`config.mk`:
```
export PLATFORM = sky130hd
export DESIGN_NAME = i2c_target_mem
export DESIGN_NICKNAME = d
export VERILOG_FILES = /design/src/rtl/i2c_target_pkg.sv /design/src/rtl/i2c_line_filt.sv /design/src/rtl/i2c_target_mem.sv
export SDC_FILE = /design/constraint.sdc
export NUM_CORES = 2
export LEC_CHECK = 0
export ABC_CLOCK_PERIOD_IN_PS = 6930
export BUFFER_PORTS_ARGS = -buffer_cell sky130_fd_sc_hd__buf_2
export CORE_UTILIZATION = 40
export CTS_CLUSTER_SIZE = 8
export DETAILED_ROUTE_END_ITERATION = 7
export PLACE_DENSITY = 0.51
export REMOVE_ABC_BUFFERS = 1
export SLEW_MARGIN = 20
export SYNTH_ARGS = -nofsm -noshare
export SYNTH_HDL_FRONTEND = slang
export SYNTH_SLANG_ARGS = --single-unit
```
`constraint.sdc`:
```
create_clock -name clk -period 6.93 [get_ports clk]
set_input_delay 1.386 -clock clk [delete_from_list [all_inputs] [get_ports clk]]
set_output_delay 1.386 -clock clk [all_outputs]
set_load 0.05 [all_outputs]
```
`src/rtl/i2c_target_pkg.sv`:
```
// Shared types for the I2C target memory: FSM states, bus events and
// the supported range of memory-address bytes.
package i2c_target_pkg;

  typedef enum logic [3:0] {
    ST_IDLE,
    ST_DADDR,
    ST_DACK,
    ST_MADDR,
    ST_MACK,
    ST_WDATA,
    ST_WACK,
    ST_RDATA,
    ST_RACK,
    ST_IGNORE
  } i2c_tgt_state_t;

  typedef enum logic [1:0] {
    EV_NONE,
    EV_START,
    EV_STOP
  } i2c_bus_ev_t;

  localparam int ADDR_BYTES_MIN = 1;
  localparam int ADDR_BYTES_MAX = 2;

  // SDA moving while SCL is high is a bus condition, never data.
  function automatic i2c_bus_ev_t bus_event(input logic scl_lvl,
                                            input logic sda_rise,
                                            input logic sda_fall);
    if (scl_lvl && sda_rise) return EV_STOP;
    if (scl_lvl && sda_fall) return EV_START;
    return EV_NONE;
  endfunction

endpackage

```
`src/rtl/i2c_line_filt.sv`:
```
// One bus line: two-flop synchroniser, stability filter and edge detect
// on the accepted level. Idle bus level is high, so everything resets to 1.
module i2c_line_filt #(
  parameter int FILT_LEN = 4
) (
  input  logic clk,
  input  logic rst,
  input  logic din,
  output logic lvl,
  output logic rise,
  output logic fall
);

  localparam int CW = (FILT_LEN < 2) ? 1 : $clog2(FILT_LEN + 1);

  logic          sync_p0;
  logic          sync_p1;
  logic          lvl_q;
  logic [CW-1:0] cnt;

  always_ff @(posedge clk) begin
    if (rst) begin
      sync_p0 <= 1'b1;
      sync_p1 <= 1'b1;
      lvl     <= 1'b1;
      lvl_q   <= 1'b1;
      cnt     <= '0;
    end else begin
      sync_p0 <= din;
      sync_p1 <= sync_p0;
      lvl_q   <= lvl;
      // A new level is taken only after FILT_LEN consecutive agreeing samples.
      if (sync_p1 == lvl) begin
        cnt <= '0;
      end else if (cnt == CW'(FILT_LEN - 1)) begin
        lvl <= sync_p1;
        cnt <= '0;
      end else begin
        cnt <= cnt + CW'(1);
      end
    end
  end

  assign rise = lvl & ~lvl_q;
  assign fall = ~lvl & lvl_q;

endmodule

```
`src/rtl/i2c_target_mem.sv`:
```
// I2C target emulating a byte-addressed EEPROM, with a second fabric port
// into the same memory and a per-byte strobe for every bus-written byte.
module i2c_target_mem
  import i2c_target_pkg::*;
#(
  parameter logic [6:0] DEV_ADDR   = 7'h58,
  parameter int         ADDR_BYTES = 1,
  parameter int         DEPTH      = 256,
  parameter int         FILT_LEN   = 4,
  parameter int         HOLD_CYC   = 30,
  localparam int        AW         = $clog2(DEPTH)
) (
  input  logic          clk,
  input  logic          rst,
  input  logic          scl_i,
  input  logic          sda_i,
  output logic          sda_o,
  output logic          sda_t,
  input  logic          usr_we,
  input  logic [AW-1:0] usr_addr,
  input  logic [7:0]    usr_wdata,
  output logic [7:0]    usr_rdata,
  output logic          wr_strb,
  output logic [AW-1:0] wr_addr,
  output logic [7:0]    wr_data,
  output logic          usr_collision,
  output logic          busy
);

  localparam int AB = (ADDR_BYTES < ADDR_BYTES_MIN) ? ADDR_BYTES_MIN :
                      (ADDR_BYTES > ADDR_BYTES_MAX) ? ADDR_BYTES_MAX : ADDR_BYTES;
  localparam int HW = $clog2(HOLD_CYC + 1);

  logic scl_lvl, scl_rise, scl_fall;
  logic sda_lvl, sda_rise, sda_fall;

  i2c_line_filt #(.FILT_LEN(FILT_LEN)) u_scl_filt (
    .clk (clk),
    .rst (rst),
    .din (scl_i),
    .lvl (scl_lvl),
    .rise(scl_rise),
    .fall(scl_fall)
  );

  i2c_line_filt #(.FILT_LEN(FILT_LEN)) u_sda_filt (
    .clk (clk),
    .rst (rst),
    .din (sda_i),
    .lvl (sda_lvl),
    .rise(sda_rise),
    .fall(sda_fall)
  );

  i2c_bus_ev_t    ev;
  i2c_tgt_state_t state;
  logic [2:0]     bit_cnt;
  logic [7:0]     rx;
  logic [7:0]     tx;
  logic [15:0]    maddr;
  logic           addr_idx;
  logic           rw;
  logic [AW-1:0]  ptr;
  logic [HW-1:0]  hold_cnt;
  logic           sda_nxt;
  logic [7:0]     rd_q;
  logic [7:0]     mem [DEPTH];

  assign ev    = bus_event(scl_lvl, sda_rise, sda_fall);
  assign sda_o = 1'b0;

  always_ff @(posedge clk) begin
    wr_strb <= 1'b0;
    if (rst) begin
      state    <= ST_IDLE;
      sda_t    <= 1'b1;
      sda_nxt  <= 1'b1;
      busy     <= 1'b0;
      ptr      <= '0;
      bit_cnt  <= '0;
      rx       <= '0;
      tx       <= '0;
      maddr    <= '0;
      addr_idx <= 1'b0;
      rw       <= 1'b0;
      hold_cnt <= '0;
      wr_addr  <= '0;
      wr_data  <= '0;
    end else begin
      // SDA only ever moves when the hold timer started at an SCL fall expires.
      if (hold_cnt != '0) begin
        hold_cnt <= hold_cnt - HW'(1);
        if (hold_cnt == HW'(1)) sda_t <= sda_nxt;
      end
      case (ev)
        EV_STOP: begin
          state    <= ST_IDLE;
          sda_t    <= 1'b1;
          busy     <= 1'b0;
          hold_cnt <= '0;
        end
        EV_START: begin
          state    <= ST_DADDR;
          bit_cnt  <= '0;
          rx       <= '0;
          maddr    <= '0;
          addr_idx <= 1'b0;
          sda_t    <= 1'b1;
          hold_cnt <= '0;
        end
        default: begin
          if (scl_rise) begin
            case (state)
              ST_DADDR: begin
                rx      <= {rx[6:0], sda_lvl};
                bit_cnt <= bit_cnt + 3'd1;
                if (bit_cnt == 3'd7) begin
                  if (rx[6:0] == DEV_ADDR) begin
                    state <= ST_DACK;
                    rw    <= sda_lvl;
                    busy  <= 1'b1;
                  end else begin
                    state <= ST_IGNORE;
                  end
                end
              end
              ST_DACK: begin
                bit_cnt <= '0;
                if (rw) begin
                  state <= ST_RDATA;
                  tx    <= rd_q;
                end else begin
                  state <= ST_MADDR;
                end
              end
              ST_MADDR: begin
                rx      <= {rx[6:0], sda_lvl};
                bit_cnt <= bit_cnt + 3'd1;
                if (bit_cnt == 3'd7) begin
                  maddr <= {maddr[7:0], rx[6:0], sda_lvl};
                  state <= ST_MACK;
                end
              end
              ST_MACK: begin
                // Address is big-endian; bits above AW are discarded.
                if (addr_idx == 1'(AB - 1)) begin
                  ptr   <= maddr[AW-1:0];
                  state <= ST_WDATA;
                end else begin
                  addr_idx <= addr_idx + 1'b1;
                  state    <= ST_MADDR;
                end
              end
              ST_WDATA: begin
                rx      <= {rx[6:0], sda_lvl};
                bit_cnt <= bit_cnt + 3'd1;
                if (bit_cnt == 3'd7) state <= ST_WACK;
              end
              ST_WACK: begin
                wr_strb <= 1'b1;
                wr_addr <= ptr;
                wr_data <= rx;
                ptr     <= ptr + AW'(1);
                state   <= ST_WDATA;
              end
              ST_RDATA: begin
                tx      <= {tx[6:0], 1'b0};
                bit_cnt <= bit_cnt + 3'd1;
                if (bit_cnt == 3'd7) begin
                  state <= ST_RACK;
                  ptr   <= ptr + AW'(1);
                end
              end
              ST_RACK: begin
                if (!sda_lvl) begin
                  tx    <= rd_q;
                  state <= ST_RDATA;
                end else begin
                  state <= ST_IGNORE;
                end
              end
              default: ;
            endcase
          end else if (scl_fall) begin
            hold_cnt <= HW'(HOLD_CYC);
            case (state)
              ST_DACK, ST_MACK, ST_WACK: sda_nxt <= 1'b0;
              ST_RDATA:                  sda_nxt <= tx[7];
              default:                   sda_nxt <= 1'b1;
            endcase
          end
        end
      endcase
    end
  end

  // Single write port shared by bus and fabric; the bus always wins.
  always_ff @(posedge clk) begin
    if (wr_strb) begin
      mem[wr_addr] <= wr_data;
    end else if (usr_we) begin
      mem[usr_addr] <= usr_wdata;
    end
    rd_q <= mem[ptr];
  end

  always_ff @(posedge clk) begin
    if (rst) begin
      usr_rdata     <= '0;
      usr_collision <= 1'b0;
    end else begin
      usr_rdata     <= mem[usr_addr];
      usr_collision <= usr_we & wr_strb;
    end
  end

endmodule
```
# [Word level (Yosys, flattened, before mapping)]
# Memory sizes are Yosys's and may differ from the RTL's. A register that Yosys moved wholly into a read port is not among the register bits.
# Cells that the tools add are included.
[op_classes] bitwise=15 add_sub_neg=6 mux=56 eq_ne=25 reduce_logical=40
[ops] operator="$mux W8" n=11
[ops] operator="$pmux W8 S3" n=2
[ops] operator="$pmux W4 S8" n=1
[ops] operator="$pmux W8 S2" n=2
[ops] operator="$mux W4" n=7
[ops] operator="$reduce_and A5 Y1" n=4
[ops] operator="$reduce_bool A2 Y1" n=9
[ops] operator="$mux W1" n=17
[ops] operator="$eq A4 B3 Y1 const B" n=4
[ops] operator="$mux W5" n=3
[ops] operator="$reduce_and A3 Y1" n=5
[ops] operator="$reduce_or A3 Y1" n=5
[ops] operator="$ne A4 B4 Y1 const B" n=3
[ops] operator="$pmux W3 S2" n=2
[ops] operator="$reduce_bool A3 Y1" n=4
[ops] operator="$not A1 Y1" n=10
[ops] operator="$reduce_bool A10 Y1" n=1
[ops] operator="$add A3 B1 Y3 const B" n=3
[ops] operator="$mux W3" n=3
[ops] operator="$add A8 B1 Y8 const B" n=1
[ops] operator="$eq A4 B2 Y1 const B" n=2
[ops] operator="$mux W2" n=4
[ops] operator="$ne A2 B2 Y1 const B" n=4
[ops] operator="$pmux W4 S2" n=1
[ops] operator="22 further kinds" n=34
[totals] input_bits=21 reg_bits=81 ram_bits=2048 out_inout_bits=29 word_cells=169 n_memories=1
[memory_table] memory="mem" depth=256 word_bits=8 read_ports=2 rd_clocked_by_memory_dff=2 wr=1 line="i2c_target_mem.sv:67" text="logic [7:0] mem [DEPTH];"

# [Depth between registers and ports, before layout]
[logic_depth] ltp_word=11 depth_mapped=13 ltp_nobuf=8

# [By module]
# Synthesis repeated with hierarchy kept, for this count alone.
[hier_totals] hier_cells=5584 area_unflattened_um2=100423.8
[by_module_without_submodules] mod="i2c_target_mem" seq_area_each_um2=63140.6 n_inst=1 area_per_inst_um2=99918.3 cells_each=5542
[by_module_without_submodules] mod="i2c_line_filt" seq_area_each_um2=140.1 n_inst=2 area_per_inst_um2=252.7 cells_each=21

# [Least setup slack after synthesis]
# Ideal clock, no wire load.
[synth_path] kind="input port to flip-flop" startpoint="in usr_we" endpoint="mem mem[0][0], data pin" required_ps=6107 path_slack_ps=1088 stages=4 n_path_buf=1 t_arrival_ps=5020 setup_ps=823 path_cell_list="nor2b_1 clkbuf_1 nand2_1 nand2_1"
[synth_between] elab_chain_len=5
[synth_lines] item="from (decl)" line="i2c_target_mem.sv:19" text="input logic usr_we,"
[synth_lines] item="$mux W1" line="i2c_target_mem.sv:201" text="end else if (usr_we) begin"
[synth_lines] item="$mux W1" line="i2c_target_mem.sv:199" text="if (wr_strb) begin"
[synth_lines] item="$mux W1 (not written as such)" line="i2c_target_mem.sv:202" text="mem[usr_addr] <= usr_wdata;"
[synth_lines] item="$reduce_or A8 Y1 (no line)"
[synth_lines] item="$mux W8 (no line)"
[synth_lines] item="to (decl)" line="i2c_target_mem.sv:67"
# No other way between the ends.

==> flow_summary.ini <==
[floorplanning]
start_util_pct = 40.3
fp-row-count = 183
die_height_um = 503
coreArea_um2 = 249000
die_area_um2 = 253000
fp.dieW_um = 503
num_io_pins = 50

[synthesis]
async_flop_share_pct = 0
ys_types = 66
syn-cell-area_um2 = 100000
syn_area_per_cell_um2 = 18.5
yosysSeqAreaShare_pct = 63.2
yosysWarningCount = 0
synth_edf_count = 2048
synth-seq-cells = 2144
postSynthCellCount = 5432
synthFlopType = edfxtp_1

[clock_network]
clk_pin_slew_ns = 0.05
clock_sinks = 2144
cts_buffers = 318
htreeDepth = 5
root_buffer = clkbuf_16
post_cts_buffers = 0
clock_latency_ns = 0.95
postCtsHoldBufs = 0
cts_tree = built
cts_resized = 0
ctsLongestPathBuffers = 4

[power]
switching_share_pct = 22.1
p_total_mw = 29.5
p_per_area_nw_per_um2 = 261
power_leakage_nw = 35.0
ir_worst_vdd_mv = 0.266
internal_power_mw = 22.9
pwr-share-clk_pct = 46.4
p_sw_mw = 6.52
sequentialPowerShare_pct = 48.4
p_comb_share_pct = 5.2

[sta]
fmax_mhz = 187
setup_viol = 0
worst_pin_slew_ns = 1.32
rsz0062_at_grt = false
max_slew_margin_pct = 11.3
period_minus_slack_ns = 5.34
finalCritPeriodShare_pct = 77.1
clock_skew_ns = 0.0406
holdWs_ns = 0.418
drv_slew = 0
hold_violations = 0

[final_layout]
finalInstanceArea_um2 = 113000
final_cells = 8933
fin_nets = 5566
area_growth_pct = 12.6
multi_input_area_um2 = 35000
drive_above_1_share_pct = 29.8
regArea_um2 = 63400
n_fill_cell = 21300

[detailed_routing]
drt-wirelength-per-cell_um = 40.4
drtIter0Drc = 7585
routed_wl_um = 361000
dr.pass1.iters = 6
ant_nets = 0
vias = 59000
drc = 0
viasPerCell = 6.61

[critical_path]
crit_type = input pin to flip-flop
path_max_fanout = 48
crit_required_ns = 7.74
endpoint_kind = flip-flop
cp.arrival_ns = 6.16
cp-start-kind = input pin

[place]
dp_cells = 8546
place_area_um2 = 105000
port_buffers = 48
routabilityCongestion = 0.896
post-dp-hpwl_um = 235000

[min_path]
hp-class = flip-flop to flip-flop

[grt]
antenna_found_initial = 21
grt_pass1_wl_um = 495000
grt_max_degree = 173
grt_pass1_vias = 58500
track_usage_pct = 28.5
overflow = 0

[job]
max-cap-violations = 0

[status]
status = complete, no violations
[sequential cells by signal, summed over array words and instances, names as in the netlist, 5 cells and up]
name / flops
mem: 2048
tx: 8
wr_data: 8
ptr: 8
rd_q: 8
hold_cnt: 5
rx: 8
wr_addr: 8
maddr: 8
usr_rdata: 8
[power groups by stage]
stage               combinational [mW]  clock, mW  sequential, mW
global route                      1.56       14.3            14.3
detailed placement                1.51          0            14.5
floorplan                        0.678          0            14.6
finish                            1.52       13.7            14.3
CTS                               1.51       13.8            14.3
global placement                  1.49          0            14.5
[worst max-delay path: stages]
cell and delay (ns):
buf_8 0.46, nand2b_4 0.75, buf_4 0.60, buf_4 0.45
o221ai_1 0.31, o22ai_1 0.26, a21oi_1 0.08, a211oi_1 0.93
a21oi_1 0.39, a21o_1 0.26
[routing by layer]
layer | share of wire [%] | global-route usage (%)
met5 | 0.011 | 0
met4 | 5.1 | 13.0
met3 | 8.5 | 5.66
met2 | 46 | 44.0
met1 | 40 | 39.2
[metrics by stage]
step	setup WS (ns)	setup TNS, ns	util, %
global placement	0.834	0	42.0
global route	1.67	0	45.4
floorplan	-15.14	-228.65	-
finish	1.59	0	45.4
CTS	1.77	0	45.4
detailed placement	0.773	0	42.0
[layout by cell type (no fill, tap or decap), types with 49 or more instances in the layout]
master	count
edfxtp_1	2048
mux4_2	988
mux2i_1	433
clkbuf_16	322
nor2_1	313
nand2_1	220
buf_4	137
o221ai_1	134
a21oi_1	91
dfxtp_1	90
o22ai_1	70
a211oi_1	56
nand3_1	53
o21ai_0	51
a22oi_1	49
[cell families after synthesis]
kind of cell | after synthesis | share of synthesized area (%)
other | 1 | 0.00374
multiplexers | 1457 | 26.9
flip-flops | 2144 | 63.2
XOR/XNOR | 6 | 0.0523
buffers and inverters | 454 | 2.24
adder cells (fa/ha/maj) | 9 | 0.112
AO/OA/AOI/OAI | 574 | 4.11
AND/OR/NAND/NOR | 787 | 3.42
[worst paths after layout]
| path | start | endpoint | slack [ns] | depth (start not counted) |
|---|---|---|---|---|
| setup reg to reg | ptr[0]$_SDFFE_PP0P_ | rd_q[3]$_DFF_P_ | 2.22 | 7 |
| hold / removal | u_sda_filt.sync_p0$_SDFF_PP1_ | u_sda_filt.sync_p1$_SDFF_PP1_ | 0.42 | 1 |
| hold reg to reg | u_sda_filt.sync_p0$_SDFF_PP1_ | u_sda_filt.sync_p1$_SDFF_PP1_ | 0.42 | 1 |
| setup / recovery | usr_addr[1] | usr_rdata[1]$_SDFF_PP0_ | 1.59 | 10 |
[cell usage after synthesis (7+ instances only)]
cell type | count | share of area [%]
inv_1 | 16 | 0.060
buf_2 | 158 | 0.79
o21ai_0 | 52 | 0.26
mux2_2 | 36 | 0.40
a21oi_1 | 92 | 0.46
nor2_1 | 345 | 1.3
buf_1 | 35 | 0.13
buf_4 | 79 | 0.59
and2_1 | 16 | 0.10
mux4_2 | 988 | 22
a22oi_1 | 49 | 0.37
nor2b_1 | 30 | 0.19
edfxtp_1 | 2048 | 61
nand2b_1 | 19 | 0.12
a211o_1 | 9 | 0.079
o21a_1 | 8 | 0.060
o31ai_1 | 11 | 0.082
nand3b_1 | 20 | 0.15
mux2i_1 | 433 | 4.3
a211oi_1 | 58 | 0.43
a311oi_1 | 11 | 0.096
o221ai_1 | 134 | 1.2
clkbuf_1 | 156 | 0.58
buf_6 | 7 | 0.079
ha_1 | 9 | 0.11
nand4_1 | 8 | 0.050
nand2_1 | 230 | 0.86
a221oi_1 | 22 | 0.19
o22ai_1 | 70 | 0.44
dfxtp_1 | 96 | 1.9
nand3_1 | 64 | 0.32
nor4_1 | 9 | 0.056
or3_1 | 12 | 0.075
a22o_1 | 9 | 0.079
nor3_1 | 13 | 0.065
or2_2 | 7 | 0.044
[final cells by class]
cell class	count	area share, %
Timing Repair Buffer	220	1.78
Clock inverter	10	0.0940
Sequential cell	2144	56.1
Multi-Input combinational cell	2834	31.0
Antenna cell	8	0.0177
Tap cell	3330	3.68
Inverter	18	0.0708
Clock buffer	369	7.28
Power figures use the tool's default switching activity.
